$ cat src/rtl/dt_res_packer.sv
// Scans a 128x128 8-bit distance map out of the result RAM, thresholds each pixel
// and repacks the bits MSB-first into 1024 16-bit sti-format words, counting 1-bits.
module dt_res_packer #(
   parameter logic [7:0] THRESH     = 8'd1,
   parameter bit         BORDER_CLR = 1'b0
) (
   input  logic        clk,
   input  logic        reset,
   output logic        res_rd,
   output logic [13:0] res_addr,
   input  logic [7:0]  res_di,
   output logic        sti_wr,
   output logic [9:0]  sti_addr,
   output logic [15:0] sti_do,
   output logic [14:0] obj_cnt,
   output logic        done,
   output logic [1:0]  state_dbg
);

   // Strobe semantics: res_di answers the res_addr registered one cycle earlier
   // (no back-pressure); sti_wr is a one-cycle write strobe qualifying sti_addr/sti_do.
   typedef enum logic [1:0] {
      IDLE = 2'd0,
      READ = 2'd1,
      DONE = 2'd2
   } state_t;

   localparam logic [13:0] PIX_LAST = 14'h3FFF;

   state_t      state;
   state_t      state_nxt;
   logic        cap_valid;
   logic [14:0] shift;
   logic        last_pix;
   logic        pix_ge;
   logic        border;
   logic        pix_bit;

   // THRESH=0 accepts every pixel; resolving it at elaboration keeps the compare meaningful.
   if (THRESH == 8'd0) begin : g_thr_zero
      assign pix_ge = 1'b1;
   end else begin : g_thr_cmp
      assign pix_ge = (res_di >= THRESH);
   end

   // The pixel being captured is the one res_addr pointed at in the previous cycle,
   // which is still the current res_addr value (it holds once it reaches the last pixel).
   assign border  = (res_addr[13:7] == 7'd0) || (res_addr[13:7] == 7'd127) ||
                    (res_addr[6:0]  == 7'd0) || (res_addr[6:0]  == 7'd127);
   assign pix_bit = pix_ge & ~(BORDER_CLR & border);

   assign state_dbg = state;

   always_ff @(posedge clk or negedge reset) begin
      if (!reset) state <= IDLE;
      else        state <= state_nxt;
   end

   always_comb begin
      state_nxt = state;
      last_pix  = 1'b0;
      case (state)
         IDLE: state_nxt = READ;
         READ: begin
            if (cap_valid && (res_addr == PIX_LAST)) begin
               last_pix  = 1'b1;
               state_nxt = DONE;
            end
         end
         DONE:    state_nxt = DONE;
         default: state_nxt = IDLE;
      endcase
   end

   always_ff @(posedge clk or negedge reset) begin
      if (!reset) begin
         res_rd    <= 1'b0;
         res_addr  <= '0;
         sti_wr    <= 1'b0;
         sti_addr  <= '0;
         sti_do    <= '0;
         obj_cnt   <= '0;
         done      <= 1'b0;
         shift     <= '0;
         cap_valid <= 1'b0;
      end else begin
         sti_wr <= 1'b0;
         case (state)
            IDLE: begin
               res_rd    <= 1'b1;
               res_addr  <= '0;
               cap_valid <= 1'b1;
            end
            READ: begin
               if (res_addr != PIX_LAST) res_addr <= res_addr + 14'd1;
               if (cap_valid) begin
                  shift   <= {shift[13:0], pix_bit};
                  obj_cnt <= obj_cnt + {14'd0, pix_bit};
                  if (res_addr[3:0] == 4'hF) begin
                     sti_wr   <= 1'b1;
                     sti_addr <= res_addr[13:4];
                     sti_do   <= {shift, pix_bit};
                  end
               end
               if (last_pix) begin
                  res_rd    <= 1'b0;
                  cap_valid <= 1'b0;
               end
            end
            DONE:    done <= 1'b1;
            default: ;
         endcase
      end
   end

endmodule
$ cat config.mk
export PLATFORM = sky130hd
export DESIGN_NAME = dt_res_packer
export DESIGN_NICKNAME = d
export VERILOG_FILES = /design/src/rtl/dt_res_packer.sv
export SDC_FILE = /design/constraint.sdc
export NUM_CORES = 1
export LEC_CHECK = 0
export CORE_MARGIN = 3
export CORE_UTILIZATION = 30
export CTS_BUF_LIST = sky130_fd_sc_hd__clkbuf_8
export DETAILED_ROUTE_END_ITERATION = 10
export PLACE_DENSITY = 0.58
export SYNTH_ARGS = -nofsm -noshare
export SYNTH_HDL_FRONTEND = slang
export SYNTH_SLANG_ARGS = --single-unit
$ cat constraint.sdc
create_clock -name clk -period 3.2 [get_ports clk]
set_clock_uncertainty 0.15 [all_clocks]
set_input_delay 0.48 -clock clk [delete_from_list [all_inputs] [get_ports clk]]
set_output_delay 0.48 -clock clk [all_outputs]
set_load 0.01 [all_outputs]
==> results.json, run 1 <==
{
  "cts_num_sinks": 75,
  "cts_resized": 0,
  "crit_arrival_ns": 2.49,
  "worstReg2RegStart": "state_dbg[1]",
  "yosysSeqAreaShare_pct": 56.9,
  "io_pins": 70,
  "clk_pin_slew_ns": 0.08,
  "finalSetupTns_ns": 0,
  "yosys_warnings": 0,
  "grt_pass1_vias": 2427,
  "min_period_ns": 2.36,
  "dieArea_mm2": 0.0123,
  "drt_first_pass_iters": 4,
  "detailed_place.area_mm2": 0.00414,
  "drt-initial-drc-count": 66,
  "grt_pass1_wl_um": 12100,
  "slew_violations": 0,
  "wl_per_cell_um": 14.8,
  "gp_congestion": 0.754,
  "cts_tree": "built",
  "cellPowerDensity_mw_per_mm2": 469,
  "timing.fmax_mhz": 423,
  "clock_latency_ns": 0.35,
  "reg2reg_slack_ns": 0.87,
  "start_kind": "input port",
  "diodes": 0,
  "finalSetupViolations": 0,
  "holdWs_ns": 0.129,
  "rr_worst_depth": 6,
  "synthTopCellsByCount": "75 x dfrtp_1, 39 x mux2_2, 12 x nand2_1",
  "synth_top_cells_by_area": "dfrtp_1 57%, mux2_2 13%, xnor2_1 2.7%, ha_1 2.3%, nand2_1 1.4%",
  "yosysTopAreaCell": "dfrtp_1",
  "grt-ovfl-total": 0,
  "ys.flop_type": "dfrtp_1",
  "drive_gt1_share_pct": 21.3,
  "slew_headroom_pct": 36.9,
  "core_mm2": 0.0105,
  "crit_fanout": 3,
  "io_buffers": 69,
  "synth_edf_count": 0,
  "ctsHoldBuffers": 0,
  "rows": 37,
  "cpPeakStageDelay_ns": 0.51,
  "clock-root-buffer": "clkbuf_8",
  "htreeDepth": 3,
  "vias": 2304,
  "status": "completed",
  "synth_cell_type_count": 41,
  "fin_crit_sh_pct": 73.9,
  "fp.dieW_um": 111,
  "netlist.area_leader.share_pct": 56.9,
  "syn_area_mm2": 0.00330,
  "avgSynthCellArea_um2": 12.7,
  "antenna_found_initial": 0,
  "clock_path_buffers": 2,
  "hold_viol_final": 0,
  "grt_max_degree": 76,
  "cts_setup_buffers": 0,
  "post-synth-top-count-cell": "dfrtp_1",
  "stdcell_area_mm2": 0.00435,
  "area_growth_syn_to_layout_pct": 31.8,
  "cp_slowest_cell": "or4_1",
  "initial_core_util_pct": 31.4,
  "rsz0062_at_grt": "false",
  "syn_inst": 259,
  "end_kind": "flip-flop",
  "ys_seq_elements": 75,
  "crit_required_ns": 3.32,
  "critical_path.cell_chain": "clkdlybuf4s50_1 -> or4_1 -> nor2_1 -> inv_1 -> ha_1 -> ha_1 -> nand4_1 -> nor3_1 -> nand4_1 -> xnor2_1",
  "path_class": "input port to flip-flop",
  "cts_buffers": 9,
  "hp-class": "input port to asynchronous set/reset pin",
  "hpwl_um": 4800,
  "drt_drc_violations_left": 0,
  "num-nets-final": 349,
  "async_flop_share_pct": 100,
  "worst_pin_slew_ns": 0.946,
  "totalWireLength_um": 7000,
  "grt_usage_pct": 12.0,
  "reg2reg_to": "sti_addr[5]",
  "vdd_drop_max_uv": 246,
  "via_per_inst": 4.86,
  "postRouteAntennaNets": 0,
  "syn_nets": 275,
  "drv_cap": 0,
  "p_leak_nw": 1.71,
  "chipHeight_um": 111
}
[state kept, by name, summed over array words and instances, names as in the netlist]
register and cells:
sti_do 16, obj_cnt 15, shift 15, res_addr 14, sti_addr 10, state_dbg 2
cap_valid 1, done 1, sti_wr 1
[routing by layer]
| metal | track usage [%] | vias to the layer above | share of wire, % |
|---|---|---|---|
| met1 | 15.8 | 1147 | 49 |
| met5 | 0 | - | 0 |
| met3 | 3.33 | 13 | 5.3 |
| met4 | 5.34 | 0 | 2.2 |
| met2 | 18.2 | 51 | 44 |
| li1 | - | 1093 | - |
[cell families after synthesis]
logic type      after synthesis  share of synthesized area [%]
compound gates               35                           7.66
xor+xnor                     14                           3.71
fa+ha+maj                     6                           2.27
buf+inv                      19                           2.31
flops                        75                           56.9
mux                          44                           15.0
simple gates                 66                           12.1
[per-stage QoR]
stage,worst slack [ns],utilization [%],std cells,power (mW)
2_1_floorplan,1.03,-,259,1.16
3_3_place_gp,0.491,39.4,458,1.30
3_5_place_dp,0.455,39.4,458,1.31
4_1_cts,0.786,41.4,474,2.07
5_1_grt,0.689,41.4,474,2.15
6_report,0.836,41.4,474,2.04
[power breakdown]
| part | internal, mW | leakage, nW | switching, mW | total [mW] |
|---|---|---|---|---|
| logic | 0.133 | 0.776 | 0.0938 | 0.227 |
| registers | 0.996 | 0.839 | 0.0581 | 1.05 |
| clock network | 0.387 | 0.0955 | 0.371 | 0.757 |
[placed cells by master (no fill, tap or decap), types with 5 or more instances in the layout]
| cell type | n |
|---|---|
| a21oi_1 | 7 |
| a31oi_1 | 7 |
| and3_1 | 6 |
| clkbuf_8 | 10 |
| clkdlybuf4s50_1 | 68 |
| dfrtp_1 | 75 |
| ha_1 | 6 |
| inv_1 | 10 |
| mux2_2 | 39 |
| nand2_1 | 12 |
| nand3_1 | 8 |
| nand4_1 | 5 |
| nor2_1 | 10 |
| nor3_1 | 6 |
| o21ai_0 | 5 |
| xnor2_1 | 10 |
[worst max-delay path: cells and delay by family]
| family | cells | cell delay [ns] |
|---|---|---|
| and+or+nand+nor | 5 | 1.01 |
| xor gates and xnor gates | 1 | 0.12 |
| buffers and inverters | 2 | 0.46 |
| adders and majority gates | 2 | 0.40 |
[worst max-delay path by stage]
stage | from | to | slack [ns] | cells past startpoint
floorplan | res_di[5] | obj_cnt[12] | 1.03 | 9
global placement | res_di[5] | obj_cnt[12] | 0.49 | 10
detailed placement | res_di[5] | obj_cnt[12] | 0.45 | 10
CTS | state_dbg[1] | sti_do[13] | 0.79 | 6
global route | state_dbg[1] | sti_do[10] | 0.69 | 6
finish | res_di[5] | obj_cnt[12] | 0.84 | 10
[area by class of cell]
| type | count | area (µm²) |
|---|---|---|
| Clock buffer | 10 | 138 |
| Inverter | 10 | 37.5 |
| Sequential cell | 75 | 1880 |
| Multi-Input combinational cell | 165 | 1350 |
| Timing Repair Buffer | 72 | 711 |
| Tap cell | 136 | 170 |
| Fill cell | 1002 | 6160 |
| Clock inverter | 6 | 70.1 |
Note: power is estimated with default switching activity, not from simulation.
==> run 2: changes to the inputs <==
PLACE_DENSITY = 0.6   (was 0.58)
clock period = 1.95 ns   (was 3.2 ns; I/O delays follow)
==> run 2 against run 1 <==
Effect of this change: non-clock buffer count is 35 higher; via count is 7.1% higher; worst hold slack better by 0.078 ns; utilization is 3.7 points higher; sequential power is 67% higher; global-route usage is 0.86 points higher; final area is 9.0% higher; flip-flop and latch count stayed put; clock-buffer cell count is 1 lower; die area stayed put; register-to-register slack worse by 0.76 ns; critical endpoint is now res_addr[2]; largest cell class unchanged.
==> results.json, run 2 (same netlist as run 1, synthesis figures left out) <==
{
  "dieArea_mm2": 0.0123,
  "mostFrequentLayoutCells": "72 x dfrtp_1, 60 x clkdlybuf4s50_1, 39 x mux2_2",
  "largest_register_ffs": 16,
  "power_mw": 3.37,
  "hold_viol_final": 0,
  "top_register": "sti_do",
  "cellPowerDensity_mw_per_mm2": 710,
  "drt-initial-drc-count": 59,
  "wl_per_cell_um": 14.8,
  "path_class": "flip-flop to output port",
  "drt_drc_violations_left": 0,
  "drt_first_pass_iters": 4,
  "timing.fmax_mhz": 533,
  "cpPeakStageDelay_ns": 0.53,
  "start_kind": "flip-flop",
  "cts_buffers": 9,
  "hpwl_um": 5370,
  "drv_cap": 0,
  "rr_worst_depth": 5,
  "grt_max_degree": 37,
  "vdd_drop_max_uv": 593,
  "via_per_inst": 4.85,
  "fin_crit_sh_pct": 96.2,
  "initial_core_util_pct": 31.4,
  "detailed_place.area_mm2": 0.00446,
  "clk_pin_slew_ns": 0.08,
  "crit_arrival_ns": 1.43,
  "min_period_ns": 1.88,
  "cts_tree": "built",
  "cp_slowest_cell": "clkdlybuf4s50_1",
  "chipHeight_um": 111,
  "gp_congestion": 0.775,
  "totalWireLength_um": 7550,
  "crit_required_ns": 1.51,
  "cts_num_sinks": 75,
  "grt-ovfl-total": 0,
  "htreeDepth": 3,
  "place_ws_ns": -0.560,
  "cp_top_family": "buffers and inverters",
  "grt_usage_pct": 12.8,
  "clock_path_buffers": 2,
  "fin_util_pct": 45.1,
  "rsz0062_at_grt": "false",
  "area_growth_syn_to_layout_pct": 43.7,
  "clock-root-buffer": "clkbuf_8",
  "vias": 2468,
  "status": "completed",
  "stdcell_area_mm2": 0.00474,
  "slew_violations": 0,
  "hp-class": "input port to asynchronous set/reset pin",
  "num-nets-final": 384,
  "path_buf_inv": 2,
  "fp.dieW_um": 111,
  "rows": 37,
  "diodes": 0,
  "clock_latency_ns": 0.35,
  "end_kind": "output port",
  "grt_pass1_wl_um": 12800,
  "cp.depth": 2,
  "io_buffers": 69,
  "postRouteAntennaNets": 0,
  "finalSetupViolations": 0,
  "grt_pass1_vias": 2497,
  "worst_pin_slew_ns": 0.457,
  "reg_top3": "sti_do: 16 flops, obj_cnt: 15 flops, shift: 15 flops",
  "antenna_found_initial": 0,
  "crit_fanout": 7,
  "p_leak_nw": 1.93,
  "core_mm2": 0.0105,
  "slew_headroom_pct": 69.3,
  "drive_gt1_share_pct": 31.9,
  "final_common_cell": "dfrtp_1",
  "setup_slack_ns": 0.0746,
  "critical_path.cell_chain": "buf_4 -> clkdlybuf4s50_1",
  "io_pins": 70,
  "holdWs_ns": 0.207
}
## run 2: cell count changes in the layout (fill, tap and decap cells not counted), sizes merged
| cell | change |
|---|---|
| buf | +34 |
| clkinv | +3 |
| dlygate4sd3 | +1 |
| dlygate4sd2 | +5 |
| dlymetal6s2s | +3 |
| clkdlybuf4s50 | -8 |
| clkinvlp | -1 |
| inv | -1 |
| clkbuf | -1 |
## run 2: path summary, 6_finish.rpt
path | end | slack (ns) | from
worst max-delay path | res_addr[2] | 0.07 | res_addr[2]
worst min-delay path | res_addr[1] | 0.21 | reset
worst max register to register | state_dbg[1] | 0.11 | res_addr[0]
worst min register to register | done | 0.33 | done
max in group asynchronous | sti_addr[8] | 0.86 | reset
min in group clk | done | 0.33 | done
## run 2: cell type report
type / instances / area [µm²]
multi-input combinational: 165 / 1420
sequential: 75 / 1880
timing repair buffer: 107 / 1030
clock buffer: 9 / 124
fill: 967 / 5770
clock inverter: 7 / 76.3
inverter: 10 / 37.5
tap: 136 / 170
## run 2: power by group
part           total (mW)  internal [mW]  switching (mW)  leakage (nW)
Clock                1.22          0.597           0.621        0.0958
Sequential           1.75           1.63           0.112         0.835
Combinational       0.403          0.237           0.167          1.00
## run 2: per-stage QoR
stage | instances | setup TNS, ns
after floorplan | 259 | 0
after global placement | 490 | -6.10
after detailed placement | 490 | -6.49
after CTS | 509 | 0
after global routing | 509 | 0
final | 509 | 0
## run 2: layer usage
layer	vias up	wire length, µm	part of all wire [%]	track usage, %
li1	1172	-	-	-
met1	1219	3550	47	17.2
met2	66	3410	45	19.6
met3	11	476	6.3	4.20
met4	0	109	1.4	4.19
met5	-	0	0	0
## run 2: what timing repair did
action | in CTS | in global routing
hold endpoints to repair | 52 | 0
cloned | 0 | 0
gates resized for setup | 13 | 6
pin swaps | 9 | 9
endpoints found under the setup margin | 30 | 32
hold buffers | 1 | 0
setup buffers | 2 | 0
## run 2: worst register-to-register path, stage by stage, from the launching register on
cell and delay, ns:
dfrtp_2 0.39, ha_4 0.16, nand3_4 0.11, or2_4 0.28, o41ai_4 0.30, mux2_4 0.34
